### src/rtl/muldiv_pkg.sv
// Shared definitions for the M-extension multiply/divide controller:
// op codes, controller state type and divider iteration count.
package muldiv_pkg;

  localparam logic [4:0] OP_MUL    = 5'b00001;
  localparam logic [4:0] OP_MULH   = 5'b00101;
  localparam logic [4:0] OP_MULHU  = 5'b01001;
  localparam logic [4:0] OP_MULHSU = 5'b01101;
  localparam logic [4:0] OP_DIV    = 5'b10001;
  localparam logic [4:0] OP_DIVU   = 5'b10101;
  localparam logic [4:0] OP_REM    = 5'b11001;
  localparam logic [4:0] OP_REMU   = 5'b11101;

  localparam int DIV_ITERS = 32;

  typedef enum logic [1:0] {IDLE, MUL, DIV, DONE} state_e;

endpackage

### src/rtl/muldiv_div_core.sv
// Radix-2 restoring divider: load on start, 32 iterations, then done while the
// sign-fixed result is presented. MULDIV_EARLY_OUT_EN skips iteration for /0 and overflow.
module muldiv_div_core
  import muldiv_pkg::*;
(
  input  logic        clk,
  input  logic        rst_n,
  input  logic        start,
  input  logic        kill,
  input  logic [31:0] dividend,
  input  logic [31:0] divisor,
  input  logic        is_signed,
  output logic        done,
  output logic [31:0] quot,
  output logic [31:0] rem
);

  localparam int CW = $clog2(DIV_ITERS);

  logic          run, fix, neg_q, neg_r, dz, ovf;
  logic [CW-1:0] cnt;
  logic [31:0]   q, r, d, a_raw, a_mag, b_mag;
  logic [32:0]   sub;
  logic          dz_in, ovf_in;

  assign a_mag  = (is_signed && dividend[31]) ? -dividend : dividend;
  assign b_mag  = (is_signed && divisor[31])  ? -divisor  : divisor;
  assign dz_in  = (divisor == 32'h0);
  assign ovf_in = is_signed && (dividend == 32'h8000_0000) && (divisor == 32'hFFFF_FFFF);
  // bit 32 is the borrow: set when the shifted remainder is below the divisor
  assign sub    = {r, q[31]} - {1'b0, d};

  always_ff @(posedge clk or negedge rst_n) begin
    if (!rst_n) begin
      run <= 1'b0; fix <= 1'b0; cnt <= '0;
      q <= '0; r <= '0; d <= '0; a_raw <= '0;
      neg_q <= 1'b0; neg_r <= 1'b0; dz <= 1'b0; ovf <= 1'b0;
    end else if (kill) begin
      run <= 1'b0; fix <= 1'b0;
    end else if (start) begin
      q     <= a_mag;
      r     <= '0;
      d     <= b_mag;
      a_raw <= dividend;
      neg_q <= is_signed && (dividend[31] ^ divisor[31]);
      neg_r <= is_signed && dividend[31];
      dz    <= dz_in;
      ovf   <= ovf_in;
      cnt   <= '0;
`ifdef MULDIV_EARLY_OUT_EN
      run   <= !(dz_in || ovf_in);
      fix   <= dz_in || ovf_in;
`else
      run   <= 1'b1;
      fix   <= 1'b0;
`endif
    end else if (run) begin
      if (!sub[32]) begin
        r <= sub[31:0];
        q <= {q[30:0], 1'b1};
      end else begin
        r <= {r[30:0], q[31]};
        q <= {q[30:0], 1'b0};
      end
      cnt <= cnt + 1'b1;
      if (cnt == CW'(DIV_ITERS - 1)) begin
        run <= 1'b0;
        fix <= 1'b1;
      end
    end else begin
      fix <= 1'b0;
    end
  end

  // Special cases override the iterated values so both builds agree
  assign done = fix;
  assign quot = dz ? 32'hFFFF_FFFF : ovf ? 32'h8000_0000 : neg_q ? -q : q;
  assign rem  = dz ? a_raw         : ovf ? 32'h0         : neg_r ? -r : r;

endmodule

### src/rtl/muldiv_ctrl.sv
// Single-operation M-extension controller: multiply pipeline of MUL_STAGES and an
// iterative divider sub-core. Optional MULDIV_EARLY_OUT_EN shortens special-case divides.
module muldiv_ctrl
  import muldiv_pkg::*;
#(
  parameter int MUL_STAGES = 2
) (
  input  logic        clk,
  input  logic        rst_n,
  input  logic        req_valid,
  output logic        req_ready,
  input  logic [4:0]  req_op,
  input  logic [31:0] req_a,
  input  logic [31:0] req_b,
  input  logic [4:0]  req_tag,
  input  logic        flush,
  output logic        resp_valid,
  input  logic        resp_ready,
  output logic [31:0] resp_result,
  output logic [4:0]  resp_tag,
  output logic        busy
);

  state_e                state;
  logic [4:0]            op_r, tag_r;
  logic [31:0]           a_r, b_r;
  logic [MUL_STAGES-1:0] vld_q;
  logic [MUL_STAGES:0]   vld_pipe;
  logic                  accept, is_div, mul_go, div_go;
  logic                  a_sgn, b_sgn;
  logic [63:0]           a_ext, b_ext, prod;
  logic [31:0]           mul_res, div_q, div_r;
  logic                  div_done;

  assign is_div = req_op inside {OP_DIV, OP_DIVU, OP_REM, OP_REMU};
  assign accept = req_valid && req_ready && !flush && req_op[0];
  assign mul_go = accept && !is_div;
  assign div_go = accept && is_div;

  // vld_pipe[0] is the accept cycle; vld_pipe[MUL_STAGES] marks the result edge
  assign vld_pipe = {vld_q, mul_go};

  // Low 64 bits of the product are sign-agnostic once operands are extended
  assign a_sgn   = op_r inside {OP_MULH, OP_MULHSU};
  assign b_sgn   = (op_r == OP_MULH);
  assign a_ext   = {{32{a_sgn & a_r[31]}}, a_r};
  assign b_ext   = {{32{b_sgn & b_r[31]}}, b_r};
  assign prod    = a_ext * b_ext;
  assign mul_res = (op_r == OP_MUL) ? prod[31:0] : prod[63:32];

  muldiv_div_core u_div (
    .clk       (clk),
    .rst_n     (rst_n),
    .start     (div_go),
    .kill      (flush),
    .dividend  (req_a),
    .divisor   (req_b),
    .is_signed (req_op inside {OP_DIV, OP_REM}),
    .done      (div_done),
    .quot      (div_q),
    .rem       (div_r)
  );

  always_ff @(posedge clk or negedge rst_n) begin
    if (!rst_n) begin
      state       <= IDLE;
      req_ready   <= 1'b1;
      resp_valid  <= 1'b0;
      resp_result <= '0;
      resp_tag    <= '0;
      busy        <= 1'b0;
      op_r        <= '0;
      tag_r       <= '0;
      a_r         <= '0;
      b_r         <= '0;
      vld_q       <= '0;
    end else begin
      vld_q <= flush ? '0 : vld_pipe[MUL_STAGES-1:0];
      if (flush) begin
        state      <= IDLE;
        req_ready  <= 1'b1;
        resp_valid <= 1'b0;
        busy       <= 1'b0;
      end else begin
        case (state)
          IDLE: if (accept) begin
            op_r      <= req_op;
            a_r       <= req_a;
            b_r       <= req_b;
            tag_r     <= req_tag;
            state     <= is_div ? DIV : MUL;
            req_ready <= 1'b0;
            busy      <= 1'b1;
          end
          MUL: if (vld_pipe[MUL_STAGES]) begin
            resp_result <= mul_res;
            resp_tag    <= tag_r;
            resp_valid  <= 1'b1;
            state       <= DONE;
          end
          DIV: if (div_done) begin
            resp_result <= (op_r inside {OP_REM, OP_REMU}) ? div_r : div_q;
            resp_tag    <= tag_r;
            resp_valid  <= 1'b1;
            state       <= DONE;
          end
          DONE: if (resp_ready) begin
            state      <= IDLE;
            resp_valid <= 1'b0;
            busy       <= 1'b0;
            req_ready  <= 1'b1;
          end
          default: state <= IDLE;
        endcase
      end
    end
  end

endmodule

### config.mk
export PLATFORM = sky130hd
export DESIGN_NAME = muldiv_ctrl
export DESIGN_NICKNAME = d
export VERILOG_FILES = /design/src/rtl/muldiv_pkg.sv /design/src/rtl/muldiv_div_core.sv /design/src/rtl/muldiv_ctrl.sv
export SDC_FILE = /design/constraint.sdc
export NUM_CORES = 2
export LEC_CHECK = 0
export ABC_CLOCK_PERIOD_IN_PS = 8500
export BUFFER_PORTS_ARGS = -buffer_cell sky130_fd_sc_hd__buf_4
export CAP_MARGIN = 0
export CORE_MARGIN = 5
export CORE_UTILIZATION = 47
export CTS_CLUSTER_DIAMETER = 120
export DETAILED_ROUTE_END_ITERATION = 6
export PLACE_DENSITY = 0.74
export SLEW_MARGIN = 20
export SYNTH_ARGS = -nofsm -noshare
export SYNTH_HDL_FRONTEND = slang
export SYNTH_SLANG_ARGS = --single-unit
### constraint.sdc
create_clock -name clk -period 8.5 [get_ports clk]
set_input_delay 0.85 -clock clk [delete_from_list [all_inputs] [get_ports clk]]
set_output_delay 0.85 -clock clk [all_outputs]
set_load 0.01 [all_outputs]
; Yosys cells after proc, flatten, opt, wreduce, memory -nomap -nowiden
; Index checks and enable logic that the tools add are counted.
[word_totals]
out_inout_bits = 40
register_bits = 257
input_bits = 79
wordCells = 136
[classes]
mux = 52
n_addsub = 6
n_reduce_logical = 29
bitwise = 4
mul = 1
eq_ne = 22
[op_table]
columns = operator, count
row1 = $mux W32, 17
row2 = $neg A32 Y32, 4
row3 = $eq A32 B32 Y1 const B, 2
row4 = $mul A33 B33 Y64, 1
row5 = $pmux W32 S2, 1
row6 = $eq A5 B5 Y1 const B, 7
row7 = $sub A33 B32 Y33, 1
row8 = $logic_not A32 Y1, 1
row9 = $mux W5, 4
row10 = $mux W1, 18
row11 = $mux W2, 7
row12 = $reduce_and A4 Y1, 3
row13 = $logic_and A1 B1 Y1, 10
row14 = $pmux W5 S2, 1
row15 = $reduce_bool A2 Y1, 5
row16 = $ne A3 B3 Y1 const B, 3
row17 = $pmux W2 S4, 1
row18 = $reduce_bool A4 Y1, 2
row19 = $reduce_and A3 Y1, 2
row20 = $add A5 B1 Y5 const B, 1
row21 = $eq A5 B1 Y1 const B, 1
row22 = $eq A5 B3 Y1 const B, 1
row23 = $eq A5 B4 Y1 const B, 1
row24 = $eq A2 B2 Y1 const B, 2
row25 = other kinds (14), 18

; Longest topological paths before layout
[depth]
ltp_word = 7
ltp_mapped = 34
depth_no_buf = 31

; Modules after synthesis
; A second synthesis with hierarchy kept.
[hier_totals]
cells_unflattened = 6126
hier_area_um2 = 54332.1
[by_module_without_submodules]
columns = module, cells_each, area_each_um2, seq_area_each_um2, instances
row1 = muldiv_ctrl, 4783, 43575.5, 2954.1, 1
row2 = muldiv_div_core, 1343, 10756.6, 3478.3, 1

; Worst setup path before layout
; Ideal clock, no wire load.
[synth_timing]
path_type = reg2reg
start = register op_r[1]
end = register resp_result[29]
synth_period_minus_slack_ns = 8.675
stages_incl_launch_ff = 31
t_required_ns = 8.362
slack_ns = -0.175
arrival_ns = 8.537
setup_time_ns = 0.138
path_buffers = 3
cell_sequence = dfrtp_1 -> nor2b_1 -> nand2b_1 -> nor2_1 -> clkbuf_1 -> and2_1 -> clkbuf_1 -> clkbuf_1 -> nand2_1 -> fa_1 -> fa_1 -> inv_1 -> fa_1 -> inv_1 -> fa_1 -> inv_1 -> fa_1 -> fa_1 -> fa_1 -> inv_1 -> fa_1 -> inv_1 -> ha_1 -> a21o_1 -> a21o_1 -> a21oi_1 -> nor2b_1 -> nand2_1 -> a31oi_1 -> mux2i_1 -> or4_1
[synth_between]
elab_chain_cells = 7
elab_cells_between_ends = 15
classes_between = mul (1) / eq/ne (5) / mux (5) / bitwise (2) / reduce/logical (2)
[synth_rtl]
columns = element, line
row1 = start: declaration, muldiv_ctrl.sv:25  ; logic [4:0] op_r, tag_r;
row2 = start signal: assignment, muldiv_ctrl.sv:87  ; op_r <= req_op;
row3 = $eq A5 B3 Y1 / $eq A5 B4 Y1 (equally long branches), "muldiv_ctrl.sv:44, muldiv_ctrl.sv:45"
row4 = $reduce_bool A2 Y1, muldiv_ctrl.sv:44  ; assign a_sgn = op_r inside {OP_MULH, OP_MULHSU};
row5 = $and A1 B1 Y1, muldiv_ctrl.sv:46  ; assign a_ext = {{32{a_sgn & a_r[31]}}, a_r};
row6 = $mul A33 B33 Y64, muldiv_ctrl.sv:48  ; assign prod = a_ext * b_ext;
row7 = $mux W32, muldiv_ctrl.sv:49  ; assign mul_res = (op_r == OP_MUL) ? prod[31:0] : prod[63:32];
row8 = $mux W32, muldiv_ctrl.sv:95  ; MUL: if (vld_pipe[MUL_STAGES]) begin
row9 = $pmux W32 S2 (*), muldiv_ctrl.sv:85  ; case (state)
row10 = end signal: assignment, muldiv_ctrl.sv:96  ; resp_result <= mul_res;
row11 = end signal: assignment, muldiv_ctrl.sv:102  ; resp_result <= (op_r inside {OP_REM, OP_REMU}) ? div_r : div_q;
row12 = end: declaration, muldiv_ctrl.sv:19  ; output logic [31:0] resp_result,
; Mark *: on every way between the ends. The rest lies on a longest branch, timed or not. The select of a mux whose other input is x is not followed.
; A chain may end at the register's enable or synchronous reset.

; Final worst setup path
[layout_timing]
start = register a_r[12]
end = register resp_result[19]
[layout_between]
elab_chain_cells = 4
[layout_rtl]
columns = element, line
row1 = start: declaration, muldiv_ctrl.sv:26  ; logic [31:0] a_r, b_r;
row2 = start signal: assignment, muldiv_ctrl.sv:88  ; a_r <= req_a;
row3 = $mul A33 B33 Y64, muldiv_ctrl.sv:48
row4 = $mux W32, muldiv_ctrl.sv:49
row5 = $mux W32, muldiv_ctrl.sv:95
row6 = $pmux W32 S2, muldiv_ctrl.sv:85
; No other way between the ends. The select of a mux whose other input is x is not followed.

==> impl_metrics.ini <==
[global_route]
grt.total_usage_pct = 26.7
antenna_found_initial = 4
grt_max_degree = 140
grt_pass1_wl_mm = 257
grt_pass1_vias = 46100
grt-ovfl-total = 0

[die]
num_rows = 124
coreArea_mm2 = 0.114
dieArea_mm2 = 0.121
start_util_pct = 47.2
die_h_um = 348
fp.dieW_um = 348
ios = 119

[timing]
fin_crit_ps = 8270
tightest_slew_ps = 1140
fmax_mhz = 121
setup_violations = 0
setup-tns-final_ps = 0
hold_viol = 0
relSlewSlack_pct = 24.1
fin_skew_ps = 38.3
fin_crit_sh_pct = 97.2
slew_violations = 0
rsz0062_at_grt = no

[yosys]
async_flop_share_pct = 100
ys_top_cells_by_area = fa_1 42%, dfrtp_1 12%, inv_1 8.6%, nand2_1 7.5%, ha_1 5.9%
ys_ff_latch = 257
seq_area_frac_synth_pct = 12.0
synth_commonest_cells = 1,239 x inv_1, 1,126 x fa_1, 1,080 x nand2_1
synth_area_mm2 = 0.0538
synth_area_per_cell_um2 = 8.84
synth_top_area_share_pct = 41.9
synth_edf_count = 0
ys.flop_type = dfrtp_1
synth_cell_type_count = 79
yosysWarnings = 0
postSynthCellCount = 6090
synth_nets = 7550
synth.most_common_cell = inv_1
yosys.area.top_type = fa_1

[clock_network]
cts_root_buf = clkbuf_16
clock_path_buffers = 3
cts_tree = done
hold_buffers = 0
clock_latency_ps = 610
clk_pin_slew_ps = 60
cts_made_buffers = 30
htree_levels = 1
cts.sinks = 257

[final_layout]
fin_nets = 7599
regArea_mm2 = 0.00644
fillCellCount = 10300
drive_gt1_share_pct = 9.34
multi_input_area_mm2 = 0.0416
fin_util_pct = 51.5
area_delta_synth_final_pct = 9.06

[critical_path]
worst_ep_arrival_time_ps = 8760
slowest_stage = dfrtp_1
slowest_delay_ps = 810
crit_start = a_r[12]
reg2regPathDepth = 28
r2r_end = resp_result[19]
cp_max_fo = 13
critPathRequiredTime_ps = 9000
crit_path_end_kind = register
cp_common_cell = fa_1
rrSetupSlack_ps = 230
endpoint = resp_result[19]
worstReg2RegStart = a_r[12]
critPathLaunchType = register
criticalPathCategory = reg -> reg

[flow_run]
maxCapViolCount = 0

[drt]
wl_per_cell_um = 20.7
vias = 42900
first_iter_violations = 3360
routed_wirelength_mm = 159
dr.pass1.iters = 6
viasPerCell = 5.59
ant_nets = 0
route.detailed.drc = 0

[placement]
place.gp.congestion = 0.941
hpwl_mm = 129
place.port_buffers = 118

[worst_hold_path]
hold_class = in -> async

[outcome]
status = completed
-- logic make-up after synthesis --
kind of cell / Yosys count / synth area share, %
AND/OR/NAND/NOR: 1848 / 15.6
buffers and inverters: 1587 / 11.2
adder cells (fa/ha/maj): 1381 / 47.8
AO/OA/AOI/OAI: 729 / 8.49
flip-flops: 257 / 12.0
XOR/XNOR: 213 / 3.47
multiplexers: 75 / 1.55
-- critical path: cells and delay by family (launching register included) --
family / cells / cell delay (ps)
flops: 1 / 810
buf+inv: 8 / 910
compound gates: 5 / 980
simple gates: 5 / 790
fa+ha+maj: 9 / 4460
xor+xnor: 1 / 230
-- cells in the final DEF (no fill, tap or decap), types with 41 or more instances in the layout --
master	count
nand2_1	1075
a21oi_1	186
xnor2_1	120
nand3_1	41
mux2_2	66
inv_1	1231
dfrtp_1	249
and2_1	317
o21ai_0	203
ha_1	247
nor2_1	192
xor2_1	90
fa_1	1119
buf_4	330
a31oi_1	43
a21o_1	50
-- routing by layer --
layer,GRT usage (%),vias up,wire (µm)
li1,-,18600,-
met1,35.1,22000,61900
met2,44.5,1921,75900
met3,4.07,412,13400
met4,11.2,0,7930
met5,0,-,0
-- flip-flops by register name, summed over array words and instances (netlist names), 5 cells and up --
register / flops
resp_result: 32
u_div.a_raw: 32
b_r: 32
u_div.cnt: 5
a_r: 32
u_div.q: 32
op_r: 5
resp_tag: 5
u_div.d: 32
tag_r: 5
u_div.r: 32
-- stage by stage --
step	area (µm²)	setup slack (ps)	hold WS, ps	cells
floorplan	53800	36.5	426	6090
global placement	57500	229	441	7612
detailed placement	57500	120	453	7612
CTS	58400	90.2	414	7664
global route	58700	0.864	453	7671
finish	58700	234	345	7674
-- layout make-up --
type                       instances  share of cell area [%]
timing repair buffer             365                    5.38
clock inverter                    13                   0.145
tap                             1512                    3.22
multi-input combinational       4246                    70.9
inverter                        1239                    7.94
sequential                       257                    11.0
clock buffer                      39                    1.39
antenna                            3                  0.0128
-- what timing repair did --
| item | CTS | global route |
|---|---|---|
| buffers inserted | 0 | 7 |
| setup endpoints to repair | 0 | 20 |
| gates resized for setup | 0 | 67 |
-- how the worst min path moves through the flow --
stage | to | slack (ps) | startpoint | depth (start not counted)
floorplan | op_r[0] | 430 | op_r[0] | 1
global placement | resp_tag[3] | 440 | tag_r[3] | 2
detailed placement | op_r[0] | 450 | op_r[0] | 1
CTS | u_div.q[27] | 410 | rst_n | 1
global route | u_div.q[8] | 450 | rst_n | 1
finish | u_div.a_raw[11] | 340 | rst_n | 1
Power is not shown: default switching activity piles up to over one toggle a cycle in this logic, so the estimate is an artifact.
